<file path="src/rtl/instr_controller_if.sv">
// Control bundle between the instruction controller and its datapath / issuer.
// The issuer (fetch unit or bench) presents instructions and start pulses;
// the controller drives the datapath strobes and decoded immediates.
interface instr_controller_if;
  logic [15:0] in;
  logic        load;
  logic        s;
  logic [2:0]  readnum;
  logic [2:0]  writenum;
  logic        write;
  logic [3:0]  vsel;
  logic        loada;
  logic        loadb;
  logic        asel;
  logic        bsel;
  logic        loadc;
  logic        loads;
  logic [1:0]  shift;
  logic [1:0]  ALUop;
  logic [15:0] sximm8;
  logic [15:0] sximm5;
  logic        w;

  modport slave (
    input  in, load, s,
    output readnum, writenum, write, vsel, loada, loadb, asel, bsel,
           loadc, loads, shift, ALUop, sximm8, sximm5, w
  );

  modport master (
    output in, load, s,
    input  readnum, writenum, write, vsel, loada, loadb, asel, bsel,
           loadc, loads, shift, ALUop, sximm8, sximm5, w
  );
endinterface

</file>
<file path="src/rtl/instr_controller.sv">
// Instruction register, field decode and Moore sequencer for the
// register/ALU datapath. One instruction runs per start pulse; w=1 when idle.
module instr_controller (
  input  logic                clk,
  input  logic                reset,
  instr_controller_if.slave   ctl
);

  typedef enum logic [2:0] {
    S_WAIT, S_DECODE, S_WR_IMM, S_GET_A, S_GET_B, S_EXEC, S_CMP, S_WR_RD
  } state_t;

  state_t      state_q, state_d;
  logic [15:0] ir_q, ir_d;

  // Instruction fields
  logic [2:0] opcode, rn, rd, rm;
  logic [1:0] op, sh;
  logic [4:0] opc_op;

  assign opcode = ir_q[15:13];
  assign op     = ir_q[12:11];
  assign rn     = ir_q[10:8];
  assign rd     = ir_q[7:5];
  assign sh     = ir_q[4:3];
  assign rm     = ir_q[2:0];
  assign opc_op = {opcode, op};

  // Immediates are valid in every state, straight from IR
  assign ctl.sximm8 = {{8{ir_q[7]}}, ir_q[7:0]};
  assign ctl.sximm5 = {{11{ir_q[4]}}, ir_q[4:0]};

  // IR only accepts a new word while idle, so a running instruction never changes
  always_comb begin
    ir_d = ir_q;
    if (state_q == S_WAIT && ctl.load) ir_d = ctl.in;
  end

  // State and instruction register
  always_ff @(posedge clk) begin
    if (reset) begin
      state_q <= S_WAIT;
      ir_q    <= 16'h0000;
    end else begin
      state_q <= state_d;
      ir_q    <= ir_d;
    end
  end

  // Next-state and Moore outputs
  always_comb begin
    state_d      = state_q;
    ctl.readnum  = 3'd0;
    ctl.writenum = 3'd0;
    ctl.write    = 1'b0;
    ctl.vsel     = 4'b0000;
    ctl.loada    = 1'b0;
    ctl.loadb    = 1'b0;
    ctl.asel     = 1'b0;
    ctl.bsel     = 1'b0;
    ctl.loadc    = 1'b0;
    ctl.loads    = 1'b0;
    ctl.shift    = sh;
    ctl.ALUop    = 2'b00;
    ctl.w        = 1'b0;
    case (state_q)
      S_WAIT: begin
        ctl.w = 1'b1;
        if (ctl.s) state_d = S_DECODE;
      end
      S_DECODE: begin
        case (opc_op)
          5'b110_10:                    state_d = S_WR_IMM;
          5'b110_00:                    state_d = S_GET_B;
          5'b101_00, 5'b101_01,
          5'b101_10:                    state_d = S_GET_A;
          5'b101_11:                    state_d = S_GET_B;
          default:                      state_d = S_WAIT;
        endcase
      end
      S_WR_IMM: begin
        ctl.writenum = rn;
        ctl.vsel     = 4'b0010;
        ctl.write    = 1'b1;
        state_d      = S_WAIT;
      end
      S_GET_A: begin
        ctl.readnum = rn;
        ctl.loada   = 1'b1;
        state_d     = S_GET_B;
      end
      S_GET_B: begin
        ctl.readnum = rm;
        ctl.loadb   = 1'b1;
        state_d     = (opc_op == 5'b101_01) ? S_CMP : S_EXEC;
      end
      S_EXEC: begin
        // MOV reg passes B through an ADD with A forced to zero
        ctl.loadc = 1'b1;
        if (opc_op == 5'b110_00) begin
          ctl.asel  = 1'b1;
          ctl.ALUop = 2'b00;
        end else begin
          ctl.ALUop = op;
        end
        state_d = S_WR_RD;
      end
      S_CMP: begin
        ctl.ALUop = 2'b01;
        ctl.loads = 1'b1;
        state_d   = S_WAIT;
      end
      S_WR_RD: begin
        ctl.writenum = rd;
        ctl.vsel     = 4'b1000;
        ctl.write    = 1'b1;
        state_d      = S_WAIT;
      end
      default: state_d = S_WAIT;
    endcase
  end

endmodule

</file>
<file path="src/flat_wrapper.sv">
// flat-port wrapper written by rule: the top's interface ports become plain ports
module instr_controller_flat 
  (clk, reset, ctl_in, ctl_load, ctl_s, ctl_readnum, ctl_writenum, ctl_write, ctl_vsel, ctl_loada, ctl_loadb, ctl_asel, ctl_bsel, ctl_loadc, ctl_loads, ctl_shift, ctl_ALUop, ctl_sximm8, ctl_sximm5, ctl_w);
  instr_controller_if ctl_i ();
  input  logic clk;
  input  logic reset;
  input wire logic [$bits(ctl_i.in)-1:0] ctl_in;
  input wire logic [$bits(ctl_i.load)-1:0] ctl_load;
  input wire logic [$bits(ctl_i.s)-1:0] ctl_s;
  output wire logic [$bits(ctl_i.readnum)-1:0] ctl_readnum;
  output wire logic [$bits(ctl_i.writenum)-1:0] ctl_writenum;
  output wire logic [$bits(ctl_i.write)-1:0] ctl_write;
  output wire logic [$bits(ctl_i.vsel)-1:0] ctl_vsel;
  output wire logic [$bits(ctl_i.loada)-1:0] ctl_loada;
  output wire logic [$bits(ctl_i.loadb)-1:0] ctl_loadb;
  output wire logic [$bits(ctl_i.asel)-1:0] ctl_asel;
  output wire logic [$bits(ctl_i.bsel)-1:0] ctl_bsel;
  output wire logic [$bits(ctl_i.loadc)-1:0] ctl_loadc;
  output wire logic [$bits(ctl_i.loads)-1:0] ctl_loads;
  output wire logic [$bits(ctl_i.shift)-1:0] ctl_shift;
  output wire logic [$bits(ctl_i.ALUop)-1:0] ctl_ALUop;
  output wire logic [$bits(ctl_i.sximm8)-1:0] ctl_sximm8;
  output wire logic [$bits(ctl_i.sximm5)-1:0] ctl_sximm5;
  output wire logic [$bits(ctl_i.w)-1:0] ctl_w;
  assign ctl_i.in = ctl_in;
  assign ctl_i.load = ctl_load;
  assign ctl_i.s = ctl_s;
  assign ctl_readnum = ctl_i.readnum;
  assign ctl_writenum = ctl_i.writenum;
  assign ctl_write = ctl_i.write;
  assign ctl_vsel = ctl_i.vsel;
  assign ctl_loada = ctl_i.loada;
  assign ctl_loadb = ctl_i.loadb;
  assign ctl_asel = ctl_i.asel;
  assign ctl_bsel = ctl_i.bsel;
  assign ctl_loadc = ctl_i.loadc;
  assign ctl_loads = ctl_i.loads;
  assign ctl_shift = ctl_i.shift;
  assign ctl_ALUop = ctl_i.ALUop;
  assign ctl_sximm8 = ctl_i.sximm8;
  assign ctl_sximm5 = ctl_i.sximm5;
  assign ctl_w = ctl_i.w;
  instr_controller u_core (.clk(clk), .reset(reset), .ctl(ctl_i));
endmodule
</file>
<file path="config.mk">
export PLATFORM = sky130hd
export DESIGN_NAME = instr_controller_flat
export DESIGN_NICKNAME = d
export VERILOG_FILES = /design/src/rtl/instr_controller_if.sv /design/src/rtl/instr_controller.sv /design/src/flat_wrapper.sv
export SDC_FILE = /design/constraint.sdc
export NUM_CORES = 1
export LEC_CHECK = 0
export BUFFER_PORTS_ARGS = -buffer_cell sky130_fd_sc_hd__buf_2
export CORE_UTILIZATION = 25
export CTS_CLUSTER_DIAMETER = 150
export CTS_CLUSTER_SIZE = 14
export DETAILED_ROUTE_END_ITERATION = 10
export GPL_ROUTABILITY_DRIVEN = 0
export PLACE_DENSITY = 0.54
export SYNTH_ARGS = -nofsm -noshare
export SYNTH_HDL_FRONTEND = slang
export SYNTH_SLANG_ARGS = --single-unit
</file>
<file path="constraint.sdc">
create_clock -name clk -period 1.53 [get_ports clk]
set_input_delay 0.153 -clock clk [delete_from_list [all_inputs] [get_ports clk]]
set_output_delay 0.153 -clock clk [all_outputs]
set_load 0.01 [all_outputs]
</file>
# Yosys cells after proc, flatten, opt, wreduce, memory -nomap -nowiden
# Index checks and enable logic that the tools add are counted.
# op_classes
n_eq_ne	14
muxes	17
n_reduce_logical	6
# op_table
cell	count
equality test 5 bit, second input constant	6
one-hot mux 3 bit (6 select lines)	1
equality test 3 bit, second input constant	4
one-hot mux 3 bit (2 select lines)	2
one-hot mux 3 bit (3 select lines)	1
two-way mux 1 bit	8
one-hot mux 4 bit (2 select lines)	1
equality test 3 x 2 -> 1 bit, second input constant	2
OR reduction 3 bit	2
two-way mux 2 bit	2
one-hot mux 2 bit (2 select lines)	1
OR reduction 2 bit	2
equality test 3 x 1 -> 1 bit, second input constant	1
logical NOT 3 bit	1
two-way mux 3 bit	1
!= test 2 bit, second input constant	1
logical AND 1 bit	1
# totals
reg_bits	19

# Depth between registers and ports, before layout
# Gate-level depths: netlist of the first run.
# logic_depth
depth_word	4
mapped_depth	5
mapped_depth_nobuf	4

# Least setup slack after synthesis of the first run
# Ideal clock, no wire load.
# synth_timing
path_type	register to output
start	register u_core.state_q[2]
end	output ctl_readnum[0]
t_arrival_ps	1314
required_ps	1377
path_slack_ps	63
stages_incl_launch_ff	5
path_cell_list	dfxtp_1 buf_2 nor2b_1 nor2b_1 a22o_1
# synth_via
elab_chain_cells	2
# synth_lines
element	line_no	rtl
from (decl)	instr_controller.sv:13	state_t state_q, state_d;
from (signal assigned)	instr_controller.sv:45	state_q <= state_d;
equality test 3 bit / equality test 3 x 2 -> 1 bit (equally long branches)	instr_controller.sv:66	case (state_q)
one-hot mux 3 bit (2 select lines) *	instr_controller.sv:66	
to (decl)	flat_wrapper.sv:10	output wire logic [$bits(ctl_i.readnum)-1:0] ctl_readnum;
# Every way passes the cells marked *; elsewhere a longest branch is shown, timed or not.

# Worst setup path in the final report of the first run
# layout_timing
start	register u_core.ir_q[11]
end	output ctl_asel
# layout_via
elab_chain_cells	3
# layout_lines
element	line_no	rtl
from (decl)	instr_controller.sv:14	logic [15:0] ir_q, ir_d;
from (signal assigned)	instr_controller.sv:46	ir_q <= ir_d;
equality test 5 bit	instr_controller.sv:100	if (opc_op == 5'b110_00) begin
two-way mux 1 bit	instr_controller.sv:100	
two-way mux 1 bit	instr_controller.sv:66	
to (decl)	flat_wrapper.sv:16	output wire logic [$bits(ctl_i.asel)-1:0] ctl_asel;
# Every way passes these cells.

==> reports/qor.log, run 1 <==
qor: outcome.status complete, but fails checks
qor: outcome.violations design-rule violations
qor: yosys.ys_seq_elements 19
qor: yosys.synth.lib_cells_used.distinct 28
qor: layout.filler_cell_count 501
qor: routing.routed_wl 3.007 mm
qor: place.cell_count_after_placement 246
qor: routing.vias_per_std_cell 4.420
qor: floorplanning.die-area 5065 um^2
qor: routing.drt_iter0_drc 51
qor: routing.route.detailed.drc 6
qor: sta.setup_viol_count_final 0
qor: floorplanning.fp.dieW 71.17 um
qor: place.detailedPlace.worstSlack 0.1303 ns
qor: floorplanning.die_h 71.17 um
qor: floorplanning.row_count 24
qor: clock_tree.clock_pin_slew_on_the_worst_setup_and_hold_paths 0.08 ns
qor: worst_setup_path.critical_path.cell_chain or4_4 > nor2_1 > buf_2
qor: sta.clock-skew-final 0.005388 ns
qor: yosys.netlist_top_cells_area sky130_fd_sc_hd__dfxtp_1 (32%), sky130_fd_sc_hd__buf_4 (23%), sky130_fd_sc_hd__nand2_1 (13%), sky130_fd_sc_hd__a21oi_1 (6.7%), sky130_fd_sc_hd__a22o_1 (4.4%)
qor: layout.synthToLayoutAreaGrowth 28.03%
qor: floorplanning.initial_utilization 26.73%
qor: yosys.synth_area 1196 um^2
qor: clock_tree.cts_tree done
qor: worst_setup_path.cp.arrival 1.36 ns
qor: layout.antenna_cells_inserted 0
qor: worst_setup_path.critPathBufInv 1
qor: worst_setup_path.cp-start-kind flip-flop
qor: sta.final-hold-violation-count 0
qor: global_route.grtUsageTotal 11.63%
qor: job.timing.max_cap.violations 0
qor: place.postPlaceCellArea 1389 um^2
qor: routing.routed-via-count 1127
qor: layout.fin_cells 255
qor: worst_setup_path.worst-path-max-fanout 2
qor: worst_setup_path.crit_path_end_kind output port
qor: routing.routed_wire_length_per_instance 11.79 um
qor: layout.design.final.nets 224
qor: routing.postRouteAntennaNets 0
qor: worst_setup_path.crit_type flip-flop to output port
qor: pwr.total_power 1.138 mW
qor: layout.postLayoutCellArea 1531 um^2
qor: sta.timing.final.crit_share 98.69%
qor: sta.final_critical_path_setup_slack 0.02010 ns
qor: yosys.netlist.top_cell.by_area sky130_fd_sc_hd__dfxtp_1
qor: sta.final.min_clock_period 1.510 ns
qor: yosys.area_share_of_the_leading_cell_type_in_the_synthesized_netlist 31.80%
qor: routing.first_pass_iters 7
qor: clock_tree.clockBufferDepth 2
qor: yosys.synth-seq-area-share 31.80%
qor: global_route.grt_max_degree 20
qor: worst_setup_path.cpPeakStageDelay 0.53 ns
qor: clock_tree.cts_hold_buf 0
qor: pwr.power.leakage 0.8010 nW
qor: clock_tree.numClockSinks 19
qor: clock_tree.clk_latency 0.26 ns
qor: yosys.yosys_warnings 0
qor: worst_setup_path.required 1.38 ns
qor: pwr.pwr_density_cell 743.1 nW/um^2
qor: global_route.total_gr_overflow 0
qor: place.io_buffers 70
qor: clock_tree.clock-root-buffer sky130_fd_sc_hd__clkbuf_8
qor: yosys.syn_area_per_cell 7.619 um^2
qor: place.post-dp-hpwl 2.227 mm
qor: global_route.via_count_of_the_first_global_routing_pass 936
qor: worst_setup_path.critical-path-top-delay-family simple AND/OR/NAND/NOR gates
qor: sta.setup_repair_after_global_routing_missed_its_margin yes
qor: worst_setup_path.crit_path_top_delay_cell sky130_fd_sc_hd__or4_4
qor: sta.timing.final.max_slew_violations 0
qor: global_route.grt_first_pass_wirelength 4.602 mm
qor: layout.drive_above_1_share 52.22%
qor: global_route.antenna_violations_before_repair 0
qor: floorplanning.num_io_pins 74
qor: pwr.power.ir.vdd_worst 0.0003558 V
qor: sta.max_freq 662.3 MHz
qor: clock_tree.tritoncts_buffers 3
qor: yosys.post_synth_inst_count 157
qor: hold_path.min_path_type input port to flip-flop
qor: clock_tree.cts-htree-levels 1
qor: floorplanning.design.core.area 4474 um^2
final cells by class:
cell class	instances	area [um^2]	share of cell area (%)
Clock buffer	3	41.29	2.696
Clock inverter	1	7.507	0.4902
Inverter	1	3.754	0.2451
Multi-Input combinational cell	93	530.5	34.64
Sequential cell	19	394.1	25.74
Tap cell	52	65.06	4.248
Timing Repair Buffer	86	489.2	31.94
worst reg2reg max path, stage by stage, from the launching register on:
cell and delay [ns]:
sky130_fd_sc_hd__dfxtp_2 0.34, sky130_fd_sc_hd__buf_4 0.14, sky130_fd_sc_hd__or4b_1 0.53, sky130_fd_sc_hd__buf_4 0.20, sky130_fd_sc_hd__nand2_1 0.07, sky130_fd_sc_hd__a21oi_1 0.06
worst paths after layout:
check / from / to / slack [ns] / depth (start not counted)
worst max-delay path: u_core.ir_q[11] / ctl_asel / 0.02 / 3
worst min-delay path: ctl_in[11] / u_core.ir_q[11] / 0.11 / 3
worst max register to register: u_core.state_q[0] / u_core.ir_q[3] / 0.07 / 5
worst min register to register: u_core.ir_q[5] / u_core.ir_q[5] / 0.48 / 2
metal layers:
metal / wire [um] / track usage (%) / vias to the layer above
met5: 0 / 0 / -
met2: 1298 / 16.40 / 51
met4: 44 / 3.556 / 0
li1: - / - / 581
met3: 195 / 3.276 / 4
met1: 1468 / 16.96 / 491
sequential cells by signal, indices dropped and copies added, names as in the netlist:
signal and count:
u_core.state_q 3, u_core.ir_q 16
metrics by stage:
| stage | hold WS (ns) | util, % | setup TNS, ns |
|---|---|---|---|
| after floorplan | 0.2890 | - | 0 |
| after global placement | 0.3977 | 31.04 | 0 |
| after detailed placement | 0.3998 | 31.04 | 0 |
| after CTS | 0.1046 | 33.53 | 0 |
| after global routing | 0.1135 | 34.23 | -0.04571 |
| final | 0.1072 | 34.23 | 0 |
synthesized netlist by cell type:
cell type	count
sky130_fd_sc_hd__a21o_1	1
sky130_fd_sc_hd__a21oi_1	16
sky130_fd_sc_hd__a22o_1	6
sky130_fd_sc_hd__a311oi_1	3
sky130_fd_sc_hd__and3_1	2
sky130_fd_sc_hd__and3b_1	1
sky130_fd_sc_hd__buf_1	1
sky130_fd_sc_hd__buf_2	5
sky130_fd_sc_hd__buf_4	37
sky130_fd_sc_hd__buf_6	1
sky130_fd_sc_hd__clkbuf_1	2
sky130_fd_sc_hd__conb_1	1
sky130_fd_sc_hd__dfxtp_1	19
sky130_fd_sc_hd__inv_1	1
sky130_fd_sc_hd__nand2_1	40
sky130_fd_sc_hd__nand3_1	2
sky130_fd_sc_hd__nand3b_1	1
sky130_fd_sc_hd__nor2_1	4
sky130_fd_sc_hd__nor2b_1	3
sky130_fd_sc_hd__nor3_1	1
sky130_fd_sc_hd__nor3b_1	1
sky130_fd_sc_hd__nor4_1	2
sky130_fd_sc_hd__nor4b_4	1
sky130_fd_sc_hd__o21ai_0	1
sky130_fd_sc_hd__o31a_1	1
sky130_fd_sc_hd__or2_2	1
sky130_fd_sc_hd__or4_1	2
sky130_fd_sc_hd__or4b_1	1
cell families (layout without fill, tap and decap cells):
logic type,Yosys count,after routing,share of synthesized area [%]
flops,19,19,31.80
simple gates,62,62,25.31
other cells,1,3,0.3135
compound gates,28,28,15.06
buf+inv,47,91,27.51
cell usage in the layout (no fill, tap or decap), drive strengths merged, types with 2 or more instances in the layout:
master	count
dfxtp	19
nor2	4
or4	2
conb	3
nor2b	3
a21oi	16
and3	2
nand2	40
nand3	2
a311oi	3
buf	86
a22o	6
clkbuf	3
nor4	2
power by group:
| group | switching (mW) | total (mW) | internal [mW] | leakage, nW |
|---|---|---|---|---|
| Clock | 0.185 | 0.369 | 0.184 | 0.0217 |
| Combinational | 0.116 | 0.219 | 0.103 | 0.620 |
| Sequential | 0.0297 | 0.550 | 0.521 | 0.159 |
repair_timing:
action,CTS,global route
buffers inserted,4,1
setup endpoints to repair,10,9
pin swaps,0,0
gates resized for setup,12,9
(Power assumes the default switching activity.)
==> inputs of run 2 (changes only) <==
Settings changed: PLACE_DENSITY 0.54 to unset.
==> reports/qor.log, run 2 (synthesized netlist as in run 1, its figures left out) <==
qor: outcome.status complete, but fails checks
qor: outcome.violations design-rule violations
qor: worst_setup_path.cp.arrival 1.36 ns
qor: worst_setup_path.regToRegSetupSlack 0.17 ns
qor: floorplanning.row_count 24
qor: worst_setup_path.crit_path_end_kind output port
qor: worst_setup_path.crit_type flip-flop to output port
qor: sta.clock-skew-final 0.001810 ns
qor: pwr.p_int 801.9 uW
qor: hold_path.hold_depth 3
qor: worst_setup_path.regToRegEndpoint u_core.state_q[1]
qor: worst_setup_path.worst-r2r-cell-count 3
qor: layout.layout_top_registers u_core.ir_q (16), u_core.state_q (3)
qor: pwr.switching_power 300.5 uW
qor: pwr.power.leakage 0.8017 nW
qor: sta.setup_repair_after_global_routing_missed_its_margin yes
qor: clock_tree.clock_pin_slew_on_the_worst_setup_and_hold_paths 0.07 ns
qor: place.io_buffers 70
qor: floorplanning.initial_utilization 26.73%
qor: floorplanning.design.core.area 4474 um^2
qor: pwr.power_frac_comb 18.8%
qor: floorplanning.fp.dieW 71.17 um
qor: pwr.power.clock.fraction 31.0%
qor: routing.routed-via-count 1128
qor: routing.routed_wire_length_per_instance 11.41 um
qor: worst_setup_path.reg_to_reg_critical_path_startpoint u_core.ir_q[11]
qor: pwr.switching_share 27.26%
qor: worst_setup_path.required 1.38 ns
qor: clock_tree.cts-htree-levels 1
qor: floorplanning.die-area 5065 um^2
qor: sta.max_freq 662.7 MHz
qor: layout.layout.cells.most_common sky130_fd_sc_hd__buf_2
qor: pwr.pwr_density_cell 726.4 nW/um^2
qor: sta.timing.final.crit_share 98.62%
qor: worst_setup_path.crit_path_top_delay_cell sky130_fd_sc_hd__or4_4
qor: clock_tree.clock-root-buffer sky130_fd_sc_hd__clkbuf_8
qor: clock_tree.cts_tree done
qor: layout.largest_reg_flops 16
qor: clock_tree.clk_latency 0.25 ns
qor: global_route.antenna_violations_before_repair 0
qor: layout.filler_cell_count 482
qor: floorplanning.num_io_pins 74
qor: worst_setup_path.critical_path.cell_chain or4_4 > nor2_1 > buf_2
qor: global_route.via_count_of_the_first_global_routing_pass 919
qor: job.timing.max_cap.violations 0
qor: layout.design.final.nets 224
qor: worst_setup_path.worst-path-max-fanout 8
qor: worst_setup_path.cp-start-kind flip-flop
qor: pwr.power.ir.vdd_worst 0.0005260 V
qor: sta.final.min_clock_period 1.509 ns
qor: floorplanning.die_h 71.17 um
qor: worst_setup_path.cpPeakStageDelay 0.52 ns
qor: global_route.total_gr_overflow 0
qor: sta.finalHoldWorstSlack 0.1257 ns
qor: layout.regMostFlops u_core.ir_q
qor: hold_path.hold_path_startpoint ctl_in[11]
qor: routing.drt_iter0_drc 37
qor: layout.antenna_cells_inserted 0
qor: hold_path.min_path_type input port to flip-flop
qor: layout.drive_above_1_share 49.75%
qor: routing.postRouteAntennaNets 0
qor: layout.final_cell_mix sky130_fd_sc_hd__buf_2 (69), sky130_fd_sc_hd__nand2_1 (40), sky130_fd_sc_hd__a21oi_1 (16)
qor: sta.setup_viol_count_final 0
qor: global_route.grt_max_degree 20
qor: routing.routed_wl 2.910 mm
qor: global_route.grt_first_pass_wirelength 4.595 mm
qor: global_route.grtUsageTotal 11.48%
qor: place.detailedPlace.worstSlack 0.1691 ns
qor: sta.final_critical_path_setup_slack 0.02110 ns
qor: sta.final-hold-violation-count 0
qor: sta.timing.final.max_slew_violations 0
qor: routing.first_pass_iters 7
qor: clock_tree.tritoncts_buffers 3
qor: pwr.seq_power_share 50.2%
qor: clock_tree.numClockSinks 19
qor: layout.synthToLayoutAreaGrowth 26.88%
qor: routing.vias_per_std_cell 4.424
qor: place.post-dp-hpwl 2.245 mm
qor: routing.route.detailed.drc 8
qor: clock_tree.clockBufferDepth 2
qor: hold_path.worstHoldEndpoint u_core.ir_q[11]
run 2: repair_timing:
item | 4_1_cts | 5_1_grt
setup buffers | 1 | 2
resized for setup | 10 | 7
hold buffers | 0 | 0
endpoints found under the setup margin | 10 | 10
run 2: worst max-delay path: cells and delay by family (launching register included):
kind,cells,cell delay (ns)
buf+inv,1,0.13
flops,1,0.37
simple gates,2,0.61
run 2: stage by stage:
step	cell area, um^2	setup TNS, ns	util, %	total power, mW	std cells
6_report	1518	0	33.92	1.102	255
5_1_grt	1518	-0.03692	33.92	1.171	255
4_1_cts	1480	0	33.08	1.123	253
3_5_place_dp	1404	0	31.38	0.7730	248
3_3_place_gp	1404	0	31.38	0.7718	248
2_1_floorplan	1204	0	-	0.7392	159
run 2: worst max-delay path by stage:
stage / start / end / slack (ns) / cells after the start
floorplan: u_core.state_q[2] / ctl_readnum[0] / 0.06 / 4
global placement: u_core.state_q[2] / ctl_readnum[2] / 0.16 / 4
detailed placement: u_core.state_q[0] / u_core.ir_q[5] / 0.17 / 4
CTS: u_core.state_q[2] / ctl_readnum[0] / 0.006 / 4
global route: u_core.ir_q[12] / ctl_asel / -0.03 / 3
finish: u_core.ir_q[12] / ctl_asel / 0.02 / 3
run 2: layout make-up:
cell class                      count  area, um^2  share of cell area (%)
Clock buffer                        4       45.04                   2.968
Sequential cell                    19       394.1                   25.97
Multi-Input combinational cell     93       520.5                   34.30
Tap cell                           52       65.06                   4.287
Timing Repair Buffer               86       489.2                   32.23
Inverter                            1       3.754                  0.2473
run 2: power by group through the flow:
stage	clock network, mW	logic [mW]	registers (mW)
finish	0.342	0.208	0.553
global route	0.381	0.231	0.559
CTS	0.357	0.211	0.556
detailed placement	0	0.205	0.568
global placement	0	0.205	0.566
floorplan	0	0.179	0.560
run 2: metal layers:
layer  global-route usage [%]  vias up  part of all wire, %
li1                         -      581                    -
met1                    17.68      486                   48
met2                    16.51       59                   43
met3                    2.707        2                  8.3
met4                    1.333        0                 0.24
met5                        0        -                    0
==> inputs of run 3 (changes only) <==
Settings changed: CORE_UTILIZATION 25 to 42, PLACE_DENSITY set to 0.79.
==> reports/qor.log, run 3 (synthesized netlist as in run 1, its figures left out) <==
qor: clock_tree.clock_pin_slew_on_the_worst_setup_and_hold_paths 0.12 ns
qor: worst_setup_path.critPathBufInv 1
qor: layout.design.final.nets 219
qor: layout.layout.cells.most_common sky130_fd_sc_hd__buf_2
qor: clock_tree.cts_tree done
qor: worst_setup_path.required 1.38 ns
qor: worst_setup_path.critical_path.cell_chain or4_4 > nor2_1 > buf_2
qor: sta.final-hold-violation-count 0
qor: outcome.status complete, but fails checks
qor: floorplanning.num_io_pins 74
qor: routing.vias_per_std_cell 4.956
qor: sta.final_critical_path_setup_slack -0.03592 ns
qor: global_route.total_gr_overflow 0
qor: pwr.switching_power 310.3 uW
qor: pwr.p_int 713.6 uW
qor: layout.sequential_cell_area 401.6 um^2
qor: routing.drt_iter0_drc 23
qor: worst_setup_path.crit_path_top_delay_cell sky130_fd_sc_hd__or4_4
qor: worst_setup_path.critical-path-top-delay-family simple AND/OR/NAND/NOR gates
qor: clock_tree.tritoncts_buffers 3
qor: worst_setup_path.crit_type flip-flop to output port
qor: place.detailedPlace.worstSlack 0.1306 ns
qor: global_route.grt_max_degree 20
qor: layout.multiInputGateArea 539.3 um^2
qor: worst_setup_path.critical_path_cell_count 3
qor: global_route.via_count_of_the_first_global_routing_pass 884
qor: worst_setup_path.cpPeakStageDelay 0.53 ns
qor: sta.timing.final.crit_share 102.3%
qor: clock_tree.cts-htree-levels 1
qor: sta.finalHoldWorstSlack 0.05929 ns
qor: worst_setup_path.worst-r2r-cell-count 4
qor: routing.route.detailed.drc 0
qor: clock_tree.clock-root-buffer sky130_fd_sc_hd__clkbuf_4
qor: floorplanning.fp.dieW 55.37 um
qor: worst_setup_path.crit_path_end_kind output port
qor: sta.clock-skew-final 0.005751 ns
qor: layout.drive_above_1_share 51.52%
qor: sta.finalSetupTns -0.03592 ns
qor: pwr.power_frac_comb 20.4%
qor: floorplanning.die_h 55.37 um
qor: layout.antenna_cells_inserted 0
qor: pwr.switching_share 30.31%
qor: pwr.power.clock.fraction 26.0%
qor: routing.routed-via-count 1130
qor: floorplanning.design.core.area 2590 um^2
qor: floorplanning.row_count 18
qor: outcome.violations negative setup slack
qor: floorplanning.initial_utilization 46.18%
qor: clock_tree.clk_latency 0.30 ns
qor: pwr.power.ir.vdd_worst 0.0006342 V
qor: hold_path.min_path_type input port to flip-flop
qor: hold_path.hold_depth 3
qor: layout.final_cell_mix sky130_fd_sc_hd__buf_2 (69), sky130_fd_sc_hd__nand2_1 (39), sky130_fd_sc_hd__a21oi_1 (16)
qor: floorplanning.die-area 3065 um^2
qor: clock_tree.cts_hold_buf 0
qor: place.post-dp-hpwl 1.882 mm
qor: sta.max_freq 638.6 MHz
qor: routing.routed_wire_length_per_instance 11.75 um
qor: sta.final.min_clock_period 1.566 ns
qor: pwr.power.leakage 0.7770 nW
qor: pwr.pwr_density_cell 697.7 nW/um^2
qor: layout.largest_reg_flops 16
qor: place.postPlaceCellArea 1346 um^2
qor: layout.synthToLayoutAreaGrowth 22.70%
qor: layout.regMostFlops u_core.ir_q
qor: place.io_buffers 70
qor: clock_tree.clockBufferDepth 2
qor: global_route.grtUsageTotal 16.87%
qor: sta.setup_repair_after_global_routing_missed_its_margin yes
qor: worst_setup_path.cp-start-kind flip-flop
qor: layout.postLayoutCellArea 1468 um^2
qor: routing.postRouteAntennaNets 0
qor: routing.routed_wl 2.678 mm
qor: sta.timing.final.max_slew_violations 0
qor: clock_tree.numClockSinks 19
qor: layout.layout_top_registers u_core.ir_q (16), u_core.state_q (3)
qor: sta.setup_viol_count_final 1
qor: layout.post_route_core_utilization 56.67%
qor: global_route.grt_first_pass_wirelength 4.174 mm
qor: layout.filler_cell_count 237
qor: worst_setup_path.cp.arrival 1.41 ns
qor: routing.first_pass_iters 4
qor: pwr.seq_power_share 53.5%
qor: job.timing.max_cap.violations 0
qor: worst_setup_path.worst-path-max-fanout 2
qor: global_route.antenna_violations_before_repair 0
-- run 3: cell types whose count changed in the layout (fill, tap and decap cells not counted), moves of 2 or more --
cell / delta
sky130_fd_sc_hd__dfxtp_4: +2
sky130_fd_sc_hd__clkbuf_8: -3
sky130_fd_sc_hd__dfxtp_1: -2
sky130_fd_sc_hd__clkbuf_4: +3
sky130_fd_sc_hd__buf_4: -6
-- run 3: cell type report --
class	instances	share of cell area, %
repair buffers	81	31.03
clock inverters	1	0.5115
multi-input cells	93	36.74
clock buffers	3	1.535
well taps	30	2.558
flip-flops and latches	19	27.37
inverters	1	0.2558
-- run 3: repair_timing --
action | in CTS | in global routing
cloned | 0 | 0
setup buffers | 3 | 0
resized for setup | 21 | 6
pin swaps | 0 | 6
endpoints found under the setup margin | 12 | 9
-- run 3: power groups by stage --
stage	registers [mW]	clock network [mW]	logic (mW)
after floorplan	0.560	0	0.179
after global placement	0.564	0	0.196
after detailed placement	0.566	0	0.198
after CTS	0.547	0.275	0.208
after global routing	0.554	0.306	0.230
final	0.548	0.266	0.209
-- run 3: worst reg2reg max path: stages, from the launching register on --
cell	delay, ns
sky130_fd_sc_hd__dfxtp_4	0.39
sky130_fd_sc_hd__or4b_1	0.57
sky130_fd_sc_hd__buf_4	0.21
sky130_fd_sc_hd__nand2_1	0.08
sky130_fd_sc_hd__a21oi_1	0.07
-- run 3: final timing paths --
| kind | start | to | slack [ns] |
|---|---|---|---|
| setup / recovery | u_core.ir_q[11] | ctl_asel | -0.04 |
| hold / removal | ctl_in[14] | u_core.ir_q[14] | 0.06 |
| setup reg to reg | u_core.state_q[2] | u_core.ir_q[15] | 0.11 |
| hold reg to reg | u_core.ir_q[14] | u_core.ir_q[14] | 0.48 |
-- run 3: metal layers --
| layer | part of all wire, % | track usage, % |
|---|---|---|
| met5 | 0 | 0 |
| met4 | 0.49 | 3.214 |
| met3 | 7.5 | 5.386 |
| met2 | 49 | 28.57 |
| met1 | 43 | 21.01 |
-- run 3: per-stage QoR --
| stage | std cells | power (mW) |
|---|---|---|
| 6_report | 228 | 1.024 |
| 5_1_grt | 228 | 1.090 |
| 4_1_cts | 228 | 1.030 |
| 3_5_place_dp | 222 | 0.7638 |
| 3_3_place_gp | 222 | 0.7604 |
| 2_1_floorplan | 159 | 0.7392 |
